<file path="src/rtl/rollback_arbiter.sv">
// Recovery-request arbiter: picks the oldest in-range request relative to the ROB head and
// sequences a one-cycle rollback pulse plus drain window. Optional ROLLBACK_ARB_PERF_EN adds counters.
module rollback_arbiter #(
  parameter int unsigned NUM_ROB      = 32,
  parameter int unsigned NUM_REQ      = 3,
  parameter int unsigned DRAIN_CYCLES = 2,
  localparam int unsigned IW          = $clog2(NUM_ROB)
) (
  input  logic                 clock,
  input  logic                 reset,
  input  logic                 en_i,
  input  logic [NUM_REQ-1:0]   req_valid_i,
  input  logic [NUM_REQ*IW-1:0] req_rob_idx_i,
  input  logic [NUM_REQ*64-1:0] req_target_pc_i,
  input  logic [IW-1:0]        rob_head_i,
  input  logic [IW:0]          rob_count_i,
  output logic [NUM_REQ-1:0]   grant_o,
  output logic                 rollback_en_o,
  output logic [IW-1:0]        rollback_idx_o,
  output logic                 redirect_en_o,
  output logic [63:0]          redirect_pc_o,
  output logic                 stall_dispatch_o,
  output logic                 busy_o
`ifdef ROLLBACK_ARB_PERF_EN
  ,
  output logic [31:0]          perf_rollbacks_o,
  output logic [31:0]          perf_preempts_o
`endif
);

  localparam int unsigned CW = (DRAIN_CYCLES > 1) ? $clog2(DRAIN_CYCLES) : 1;
  localparam logic [CW-1:0] DrainInit = CW'(DRAIN_CYCLES - 1);

  typedef enum logic [1:0] {StIdle, StFire, StDrain} state_e;

  state_e          state_q, state_d;
  logic [CW-1:0]   cnt_q, cnt_d;
  logic [IW-1:0]   pend_idx_q, pend_idx_d;
  logic [63:0]     pend_pc_q, pend_pc_d;

  logic               win_found;
  logic [NUM_REQ-1:0] win_onehot;
  logic [IW-1:0]      win_age;
  logic [IW-1:0]      win_idx;
  logic [63:0]        win_pc;
  logic [IW-1:0]      req_idx;
  logic [IW-1:0]      req_age;
  logic [IW-1:0]      pend_age;
  logic               accept;

  // Oldest in-range request; strict '<' keeps ties on the lowest requester.
  always_comb begin
    win_found  = 1'b0;
    win_onehot = '0;
    win_age    = '0;
    win_idx    = '0;
    win_pc     = '0;
    req_idx    = '0;
    req_age    = '0;
    for (int i = 0; i < NUM_REQ; i++) begin
      req_idx = req_rob_idx_i[i*IW +: IW];
      req_age = req_idx - rob_head_i;
      if (req_valid_i[i] && ({1'b0, req_age} < rob_count_i) &&
          (!win_found || (req_age < win_age))) begin
        win_found     = 1'b1;
        win_onehot    = '0;
        win_onehot[i] = 1'b1;
        win_age       = req_age;
        win_idx       = req_idx;
        win_pc        = req_target_pc_i[i*64 +: 64];
      end
    end
  end

  // Pending age is re-derived every cycle since the head may have advanced.
  always_comb begin
    pend_age = pend_idx_q - rob_head_i;
    accept   = 1'b0;
    if (en_i && win_found) begin
      if (state_q == StIdle) begin
        accept = 1'b1;
      end else begin
        accept = (win_age < pend_age);
      end
    end
  end

  always_comb begin
    state_d    = state_q;
    cnt_d      = cnt_q;
    pend_idx_d = pend_idx_q;
    pend_pc_d  = pend_pc_q;
    if (accept) begin
      pend_idx_d = win_idx;
      pend_pc_d  = win_pc;
      state_d    = StFire;
    end else if (en_i) begin
      unique case (state_q)
        StIdle: state_d = StIdle;
        StFire: begin
          state_d = StDrain;
          cnt_d   = DrainInit;
        end
        StDrain: begin
          if (cnt_q == '0) begin
            state_d = StIdle;
          end else begin
            cnt_d = cnt_q - 1'b1;
          end
        end
        default: state_d = StIdle;
      endcase
    end
  end

  always_ff @(posedge clock) begin
    if (reset) begin
      state_q    <= StIdle;
      cnt_q      <= '0;
      pend_idx_q <= '0;
      pend_pc_q  <= '0;
    end else begin
      state_q    <= state_d;
      cnt_q      <= cnt_d;
      pend_idx_q <= pend_idx_d;
      pend_pc_q  <= pend_pc_d;
    end
  end

  always_comb begin
    grant_o          = accept ? win_onehot : '0;
    rollback_en_o    = en_i && (state_q == StFire);
    redirect_en_o    = rollback_en_o;
    rollback_idx_o   = pend_idx_q;
    redirect_pc_o    = pend_pc_q;
    busy_o           = (state_q != StIdle);
    stall_dispatch_o = busy_o;
  end

`ifdef ROLLBACK_ARB_PERF_EN
  logic [31:0] perf_rb_q, perf_rb_d;
  logic [31:0] perf_pre_q, perf_pre_d;

  always_comb begin
    perf_rb_d  = perf_rb_q;
    perf_pre_d = perf_pre_q;
    if (accept && (perf_rb_q != '1)) begin
      perf_rb_d = perf_rb_q + 32'd1;
    end
    if (accept && (state_q != StIdle) && (perf_pre_q != '1)) begin
      perf_pre_d = perf_pre_q + 32'd1;
    end
  end

  always_ff @(posedge clock) begin
    if (reset) begin
      perf_rb_q  <= '0;
      perf_pre_q <= '0;
    end else begin
      perf_rb_q  <= perf_rb_d;
      perf_pre_q <= perf_pre_d;
    end
  end

  assign perf_rollbacks_o = perf_rb_q;
  assign perf_preempts_o  = perf_pre_q;
`endif

endmodule

</file>
<file path="config.mk">
export PLATFORM = sky130hd
export DESIGN_NAME = rollback_arbiter
export DESIGN_NICKNAME = d
export VERILOG_FILES = /design/src/rtl/rollback_arbiter.sv
export SDC_FILE = /design/constraint.sdc
export NUM_CORES = 1
export LEC_CHECK = 0
export ABC_AREA = 1
export CAP_MARGIN = 30
export CORE_MARGIN = 3
export CORE_UTILIZATION = 41
export DETAILED_ROUTE_END_ITERATION = 8
export GPL_TIMING_DRIVEN = 0
export PLACE_DENSITY = 0.8
export SYNTH_ARGS = -nofsm -noshare
export SYNTH_HDL_FRONTEND = slang
export SYNTH_SLANG_ARGS = --single-unit
</file>
<file path="constraint.sdc">
create_clock -name clock -period 10.5 [get_ports clock]
set_input_delay 1.05 -clock clock [delete_from_list [all_inputs] [get_ports clock]]
set_output_delay 1.05 -clock clock [all_outputs]
set_load 0.01 [all_outputs]
</file>
Yosys cells after proc, flatten, opt, wreduce, memory -nomap -nowiden
Cells that the tools add are included.

operators by class
  divide/modulo/power cells = 0
  $add $sub $neg = 5
  $mul = 0
  reduce and logical (&&, ||, !) cells = 19
  equal/unequal tests = 4
  mux-type cells = 24
  shifts and indexed selects = 0
  bitwise operators = 1
  $lt $le $gt $ge = 6

operator list
  cell                 number
  $mux 64              3
  $mux 5               6
  $sub 5x5->5          4
  $lt 5x6->1           3
  $lt 5x5->1           3
  $mux 1               9
  $mux 3               3
  $logic_and 1x1->1    7
  $reduce_bool 2->1    3
  $pmux 2 s2           1
  $reduce_and 2->1     2
  $ne 3x3->1 const B   1
  $reduce_and 3->1     1
  $eq 2x1->1 const B   1
  $eq 2x2->1 const B   1
  $logic_not 1->1      2
  $logic_not 2->1      1
  $logic_or 1x1->1     2
  $mux 2               1
  $ne 2x2->1 const B   1
  $pmux 1 s2           1
  $reduce_or 2->1      1
  $not 1->1            1
  $sub 1x1->1 const B  1

word-level totals
  output and inout bits = 76
  register bits = 72
  memories = 0
  latch bits = 0
  ROM bits = 0
  memory bits (writable) = 0
  bits of input ports = 224
  word-level logic and storage cells = 64

Logic depth before layout (Yosys ltp)
Gate-level depths: netlist (run 1).

  depth after elaboration = 17
  depth in mapped cells = 50
  mapped depth without buffers = 43

Worst setup path before layout (run 1)
OpenSTA, ideal clock, no wires.

  path type = input-to-output
  start point = in req_rob_idx_i[0]
  end point = out grant_o[0]
  data arrival time = 7568 ps
  stages on the path = 46
  required time = 9450 ps
  setup slack = 1882 ps
  buffers on the path = 7
  cell sequence = inv_1 ha_1 inv_1 fa_1 nand3_1 nand2_1 xor2_1 ha_1 inv_1 nor2_1 a21oi_2 nand2_1 inv_2 clkbuf_1 clkbuf_1 nand2_1 ha_1 a21oi_1 (+10 left out) nor2_1 a211oi_1 nand2_1 nand2_1 nand2_2 inv_2 buf_2 clkbuf_1 o21ai_0 ha_1 a21oi_1 nor2_1 a211oi_1 nand2_1 nand2_2 nand2_2 buf_2 nor3_1

between the ends
  word-level cells in the longest chain between the ends = 16
  elaborated cells on any way between the ends = 25
  those cells by class = add/sub (1); order compare (4); mux (12); reduce/logical (8)

RTL lines
  item                                                  line  text
  start, declared                                       13    input logic [NUM_REQ*IW-1:0] req_rob_idx_i,
  $sub 5x5->5 (*)                                       62    req_age = req_idx - rob_head_i;
  $lt 5x6->1                                            63    if (req_valid_i[i] && ({1'b0, req_age} < rob_count_i) &&
  $logic_and 1x1->1                                     63
  $mux 5 / $mux 1 (equally long branches)               63
  $lt 5x5->1 / $logic_not 1->1 (equally long branches)  64    (!win_found || (req_age < win_age))) begin
  $logic_or 1x1->1                                      64
  $logic_and 1x1->1                                     63
  $mux 5 / $mux 1 (equally long branches)               63
  $lt 5x5->1 / $logic_not 1->1 (equally long branches)  64
  $logic_or 1x1->1                                      64
  $logic_and 1x1->1                                     63
  $mux 5                                                63
  $lt 5x5->1                                            83    accept = (win_age < pend_age);
  $mux 1                                                80    if (state_q == StIdle) begin
  $mux 1                                                79    if (en_i && win_found) begin
  $mux 3 (*)                                            131   grant_o = accept ? win_onehot : '0;
  end, declared                                         17    output logic [NUM_REQ-1:0] grant_o,

Mark *: on every way between the ends. The rest lies on a longest branch, timed or not.

Worst setup path after layout (run 1)
  start point = in rob_head_i[0]
  end point = out grant_o[0]

between the ends
  word-level cells in the longest chain between the ends = 16
  elaborated cells on any way between the ends = 32
  those cells by class = add/sub (4); order compare (6); mux (12); reduce/logical (10)

RTL lines
  item                                                  line  text
  start, declared                                       15    input logic [IW-1:0] rob_head_i,
  $sub 5x5->5                                           62
  $lt 5x6->1                                            63
  $logic_and 1x1->1                                     63
  $mux 5 / $mux 1 (equally long branches)               63
  $lt 5x5->1 / $logic_not 1->1 (equally long branches)  64
  $logic_or 1x1->1                                      64
  $logic_and 1x1->1                                     63
  $mux 5 / $mux 1 (equally long branches)               63
  $lt 5x5->1 / $logic_not 1->1 (equally long branches)  64
  $logic_or 1x1->1                                      64
  $logic_and 1x1->1                                     63
  $mux 5                                                63
  $lt 5x5->1                                            83
  $mux 1                                                80
  $mux 1                                                79
  $mux 3 (*)                                            131

Marked as above.

==> run summary, run 1 <==
The first-pass GRT wire length is 37230 um. The leakage power came out at 0.003842 uW. The transition time at the pin with the least slew margin is 601.7 ps.

The post-synthesis area per instance is 6.422 sq um. The routed length per instance came out at 17.24 um. The count of warnings emitted by yosys came out at 0.

The power consumption is 1457 uW. Adding up every negative setup slack in the final design gives 0 ps. The relative slew slack is 59.89%. The data required time of the worst path came out at 9450 ps.

The remaining antenna violation count after routing came out at 0. Among all flip-flop cells after synthesis, the most frequent one is sky130_fd_sc_hd__dfxtp_1. The total count of hold-check failures in the final report was 0. The area share of xor/xnor cells in the synthesized design came out at 2.351%.

The share of layout cells above drive strength 1 came out at 3.961%. The routability congestion estimate is 0.9743. Pin placement for this block handled 300 I/O pins. The largest family of logic cells by synthesized area is simple AND/OR/NAND/NOR gates. In the layout the commonest cells are sky130_fd_sc_hd__clkdlybuf4s50_1 (297), sky130_fd_sc_hd__a21oi_1 (156), sky130_fd_sc_hd__nand3_1 (151). The number of post-CTS setup repair buffers came out at 0. The placed instance count is 1405. The number of instances in the synthesized netlist is 928.

For this run, design rule violations remaining after detail routing come to 0. Setup repair after global routing left no endpoint under its margin. The area of the core came out at 14040 sq um. After the last flow step, the layout net total stands at 1503. The nature of the critical path startpoint is an input port. The total power per unit cell area came out at 154.0 nW/um^2.

The slowest cell on the critical path is sky130_fd_sc_hd__clkdlybuf4s50_1. The most frequent standard cell in the layout excluding fill and tap cells is sky130_fd_sc_hd__clkdlybuf4s50_1. The TritonCTS buffer count came out at 9. The initial antenna violation count is 0. The run finished with clean final reports. The clock tree root driver cell is sky130_fd_sc_hd__clkbuf_16.

From left edge to right edge, the die measures 126.6 um. The fraction of registers with async set or reset after synthesis is 0%. The clock input transition at the sequential cells of the worst setup and hold paths came out at 60 ps. The max-cap violation count came out at 0. The worst hold slack after final layout came out at 459.5 ps. The maximum resistive drop on vdd came out at 88.99 uV. The total of endpoints with negative setup slack in the final report came out at 0.

The starting utilization of the core area is 42.44%. The pin count of the biggest net entering global routing came out at 25. The all-layer global routing usage came out at 29.03%. The number of distinct standard cells referenced by the synthesized netlist is 29. The number of enable-type register cells in the synthesized netlist is 0.

The antenna diode count is 0. The tightest min-delay check is of the register to register type. The post-synth design cell area came out at 5959 sq um. Sequential cells were found to cover 24.19% of the synthesized design area. In this run the tool buffered the top-level ports with 297 buffer cells. The final cell count without fillers came out at 1417. The row count came out at 43. The top fanout value on the critical path is 26. The cell area after layout is 9462 sq um. The synthesized netlist net count is 1199. The remaining global-route overflow is 0. The maximum buffer depth of the clock tree is 2. The critical path is of the input port to output pin type. The number of pins exceeding their max-slew limit in the final report is 0.

The worst setup path is captured at an output pin. The area added between synthesis and finish is 58.77%. Across all layers, the routed design uses 7730 vias. The worst register-to-register path has a setup slack of 7550 ps. Summed over all layers, the routed wires come to 24430 um. In this run, synthesis produced a sequential element count of 72. The CTS tree is yes. The clock network latency to the later pin of the worst-skew pair came out at 350 ps. The area fraction in compound gates after synthesis is 23.81%.

The post-synthesis mux area share came out at 0%. The iteration-0 DRC count of the detailed router is 563. After detailed routing, the number of vias per cell comes to 5.455. The arrival time of the worst setup path came out at 8830 ps.

The post-detailed-placement half-perimeter wirelength came out at 19020 um. The simple logic cell fraction of the synthesized area came out at 26.79%. The worst clock skew is 6.307 ps. The die covers 16020 sq um. The number of global-route vias before repair is 7221. The final critical-path required period came out at 9877 ps.

In this design, the critical path's most frequently occurring cell is sky130_fd_sc_hd__nand2_1. The area after detailed placement is 9158 sq um. The final cycle utilization of the critical path is 94.07%. The die height came out at 126.6 um. The largest incremental delay on the critical path is 580 ps. The count of hold buffers inserted by post-cts repair is 0. The adder and majority gate portion of the synthesized area is 10.37%. The first-pass iteration count of the detailed router came out at 6. The number of clock sinks seen by CTS came out at 72. The CTS H-tree depth is 3. The achievable frequency came out at 101.2 MHz.
-- layer usage --
metal	vias up	GRT usage (%)	wire length [um]
met2	364	49.25	11700
met1	3541	35.05	9706
met4	0	11.48	847
met3	60	7.579	2174
li1	3765	-	-
met5	-	0	0
-- where the power goes --
group          total [uW]  switching [uW]  internal, uW
combinational         825             478           347
sequential            341            23.4           317
clock                 292             126           166
total                1460             627           831
-- path summary, 6_finish.rpt --
path,depth (start not counted),endpoint,start
setup / recovery,44,grant_o[0],rob_head_i[0]
setup reg to reg,16,redirect_pc_o[2]$_SDFFE_PP0P_,rollback_idx_o[0]$_SDFFE_PP0P_
hold / removal,2,redirect_pc_o[31]$_SDFFE_PP0P_,redirect_pc_o[31]$_SDFFE_PP0P_
hold reg to reg,2,redirect_pc_o[31]$_SDFFE_PP0P_,redirect_pc_o[31]$_SDFFE_PP0P_
-- layout make-up --
| class | count | area, sq um |
|---|---|---|
| fill | 1299 | 4581 |
| multi-input combinational | 676 | 3802 |
| timing repair buffer | 297 | 2973 |
| sequential | 72 | 1441 |
| inverter | 101 | 391.6 |
| buffer | 75 | 354.1 |
| clock buffer | 11 | 242.7 |
| tap | 180 | 225.2 |
| clock inverter | 5 | 31.28 |
-- registers in the layout, summed over array words and instances (netlist names) --
signal,count
rollback_idx_o,5
state_q,2
redirect_pc_o,64
cnt_q,1
-- per-stage QoR --
| stage | utilization, % | setup WS, ps |
|---|---|---|
| after global placement | 65.21 | -1235 |
| after global routing | 67.38 | 21.39 |
| after floorplan | - | 1882 |
| after CTS | 67.20 | 17.40 |
| after detailed placement | 65.21 | -1367 |
| final | 67.38 | 622.7 |
-- timing repair --
item	CTS	global route
resized for setup	7	8
endpoints found under the setup margin	3	3
endpoints found under the hold margin	0	0
cloned	0	0
-- cells by family after synthesis --
logic type / count (synthesis)
buf+inv: 180
simple gates: 369
compound gates: 244
xor+xnor: 16
flops: 72
fa+ha+maj: 47
-- critical path, delay by kind of cell --
family / cells / cell delay (ps)
compound gates: 9 / 1450
buf+inv: 9 / 2250
xor+xnor: 1 / 250
fa+ha+maj: 6 / 1740
simple gates: 19 / 2050
-- cell usage after synthesis, drive strengths merged, types with 2 or more instances --
| master | instances | area [sq um] |
|---|---|---|
| inv | 101 | 379.1 |
| nand2 | 133 | 511.7 |
| xor2 | 9 | 78.83 |
| a211oi | 3 | 22.52 |
| a21oi | 157 | 789.5 |
| o21ai | 11 | 55.05 |
| nor3 | 2 | 10.01 |
| buf | 21 | 147.6 |
| ha | 43 | 538.0 |
| o211ai | 68 | 510.5 |
| xnor2 | 7 | 61.31 |
| clkbuf | 58 | 217.7 |
| dfxtp | 72 | 1441 |
| fa | 4 | 80.08 |
| nor2 | 80 | 300.3 |
| nand3 | 151 | 755.7 |
Note: power is estimated with default switching activity, not from simulation.
==> run 2, diff against run 1 <==
--- a/config.mk
+++ b/config.mk
@@ -12,6 +12,7 @@
 export DETAILED_ROUTE_END_ITERATION = 8
 export GPL_TIMING_DRIVEN = 0
 export PLACE_DENSITY = 0.8
+export RECOVER_POWER = 50
 export SYNTH_ARGS = -nofsm -noshare
 export SYNTH_HDL_FRONTEND = slang
 export SYNTH_SLANG_ARGS = --single-unit
==> run summary, run 2 (same netlist as run 1, synthesis figures left out) <==
The first-pass iteration count of the detailed router came to 5 (-1). The remaining global-route overflow is 0 (unchanged). The die height came out at 126.6 um (unchanged). The type of the worst min-delay path is register to register. The path with the worst hold slack has its endpoint at redirect_pc_o[60]$_SDFFE_PP0P_. The achievable frequency is 101.3 MHz (about the same). The final standard cell utilization of the core is 67.37% (about the same). The worst hold path cell count came out at 2 (unchanged). The all-layer global routing usage is 29.03% (unchanged). The minimum setup slack among reg-to-reg paths came out at 7340 ps (-210 ps). The overall die area is 16020 sq um (unchanged). The top fanout value on the critical path is 26 (unchanged). The slowest cell on the critical path is sky130_fd_sc_hd__clkdlybuf4s50_1. The maximum buffer depth of the clock tree is 2 (unchanged). The nature of the critical path endpoint is an output pin. The die span in x came out at 126.6 um (unchanged). The initial antenna violation count is 0 (unchanged).

TritonCTS built the clock tree. The iteration-0 DRC count of the detailed router is 597 (+6.0%). The maximum resistive drop on vdd is 88.79 uV (-0.22%). The row count came out at 43 (unchanged). The routed length per instance came out at 17.21 um (-0.18%). The final net count came to 1503 (unchanged).

The clock input transition at the sequential cells of the worst setup and hold paths was 60 ps (about the same). The count of hold buffers inserted by post-cts repair came to 0 (unchanged). The path depth of the worst reg2reg path is 16 (unchanged). The buffers plus inverters on the worst setup path came out at 9 (unchanged). In this run the critical register-to-register path is launched from rollback_idx_o[0]$_SDFFE_PP0P_. The I/O pin count came out at 300 (unchanged). In this run the worst setup path begins at rob_head_i[0]. The library cell used most frequently in the layout, excluding fill and tap cells, is sky130_fd_sc_hd__clkdlybuf4s50_1.

The leakage power came to 0.004063 uW (+5.8%). The total count of hold-check failures in the final report is 0 (unchanged). The total power per unit cell area came to 152.3 nW/um^2 (-1.2%).

The final-layout setup total negative slack was 0 ps (unchanged). The largest delay contributor family on the critical path is buffers and inverters. The post-detailed-placement half-perimeter wirelength was 19020 um (unchanged). The number of remaining DRC errors is 0 (unchanged). The first-pass GRT wire length is 37230 um (unchanged). The routability congestion estimate is 0.9743 (unchanged). The final critical-path required period is 9874 ps (-3.831 ps). The remaining antenna violation count after routing came to 0 (unchanged). The worst clock skew came out at 8.134 ps (+1.826 ps).

In this run the critical register-to-register path is captured at redirect_pc_o[2]$_SDFFE_PP0P_. The arrival time of the worst setup path is 8820 ps (about the same). The area of the core is 14040 sq um (unchanged). The transition time at the pin with the least slew margin came out at 605.4 ps (+3.720 ps). STA classifies the critical path startpoint as an input port.

In this design, the critical path's most frequently occurring cell is sky130_fd_sc_hd__nand2_1. The number of flip-flops in the largest register came out at 64 (unchanged). The share of layout cells above drive strength 1 was 3.880% (-0.081 points). The startpoint identified for the worst hold timing path is redirect_pc_o[60]$_SDFFE_PP0P_. The number of global-route vias before repair came out at 7221 (unchanged). The flow ran to the end, and the final reports show no timing, DRC or antenna violations.

The final wirelength was 24380 um (-0.18%). The max-cap violation count is 0 (unchanged). The clock network latency to the later pin of the worst-skew pair is 350 ps (about the same). In the layout the commonest cells are sky130_fd_sc_hd__clkdlybuf4s50_1 (224), sky130_fd_sc_hd__a21oi_1 (156), sky130_fd_sc_hd__nand3_1 (151). The largest incremental delay on the critical path was 580 ps (about the same).

The CTS H-tree depth came out at 3 (unchanged). The number of pins exceeding their max-slew limit in the final report came out at 0 (unchanged). By startpoint and endpoint, the worst setup path is classified as input port to output pin. The final worst setup slack came out at 626.5 ps (+3.831 ps).

The number of clock sinks seen by CTS came out at 72 (unchanged). The area added between synthesis and finish came out at 58.74% (about the same). The TritonCTS buffer count came out at 9 (unchanged). The number of vias per cell came to 5.440 (-0.27%). The starting utilization of the core area is 42.44% (unchanged). The relative slew slack is 59.64% (-0.25 points). The number of post-CTS setup repair buffers is 0 (unchanged). The data required time of the worst path is 9450 ps (about the same).

The total number of vias came out at 7709 (-0.27%). The pre-CTS worst setup slack is -1367 ps (unchanged). The total of endpoints with negative setup slack in the final report came out at 0 (unchanged). The count of buffers inserted at the top-level ports is 297 (unchanged). The power consumption came out at 1440 uW (-1.2%). The final cycle utilization of the critical path is 94.03% (about the same). The antenna diode count came out at 0 (unchanged). Setup repair after global routing left no endpoint under its margin. The pin count of the biggest net entering global routing came out at 25 (unchanged). The tree is rooted in a sky130_fd_sc_hd__clkbuf_16.
-- run 2: area by class of cell --
class | instances | area, sq um
Buffer | 75 | 352.8
Clock inverter | 5 | 31.28
Tap cell | 180 | 225.2
Fill cell | 1300 | 4582
Inverter | 101 | 391.6
Clock buffer | 11 | 242.7
Multi-Input combinational cell | 676 | 3802
Sequential cell | 72 | 1441
Timing Repair Buffer | 297 | 2973
-- run 2: tightest hold or removal path, stage by stage, from the launching register on --
cell and delay, ps:
sky130_fd_sc_hd__dfxtp_1 300, sky130_fd_sc_hd__nand2_1 50, sky130_fd_sc_hd__a21oi_1 50
-- run 2: worst max-delay path by stage --
stage          slack (ps)  cells after the start    endpoint
3_5_place_dp        -1370                     47  grant_o[0]
5_1_grt                20                     44  grant_o[0]
4_1_cts                20                     44  grant_o[0]
2_1_floorplan        1880                     46  grant_o[0]
3_3_place_gp        -1230                     47  grant_o[0]
6_report              630                     44  grant_o[0]
-- run 2: power breakdown --
group | switching [uW] | leakage, uW | total [uW] | internal (uW)
Sequential | 21.3 | 0.000587 | 339 | 317
Combinational | 477 | 0.00334 | 807 | 330
Clock | 128 | 0.000136 | 294 | 166
Total | 626 | 0.00406 | 1440 | 814
-- run 2: through the flow --
stage	hold WS (ps)	cells	instance area, sq um
floorplan	451.4	928	5959
global placement	448.6	1405	9158
detailed placement	452.5	1405	9158
CTS	461.9	1418	9437
global route	476.0	1417	9460
finish	456.8	1417	9460
-- run 2: per-layer routing --
layer | GRT usage [%] | part of all wire (%) | up-vias
li1 | - | - | 3768
met1 | 35.05 | 39 | 3512
met2 | 49.25 | 48 | 371
met3 | 7.579 | 9.0 | 58
met4 | 11.48 | 3.4 | 0
met5 | 0 | 0 | -
-- run 2: timing repair --
item	4_1_cts	5_1_grt
pin swaps	0	0
gates resized for setup	7	8
endpoints found under the hold margin	0	0
setup endpoints to repair	3	3
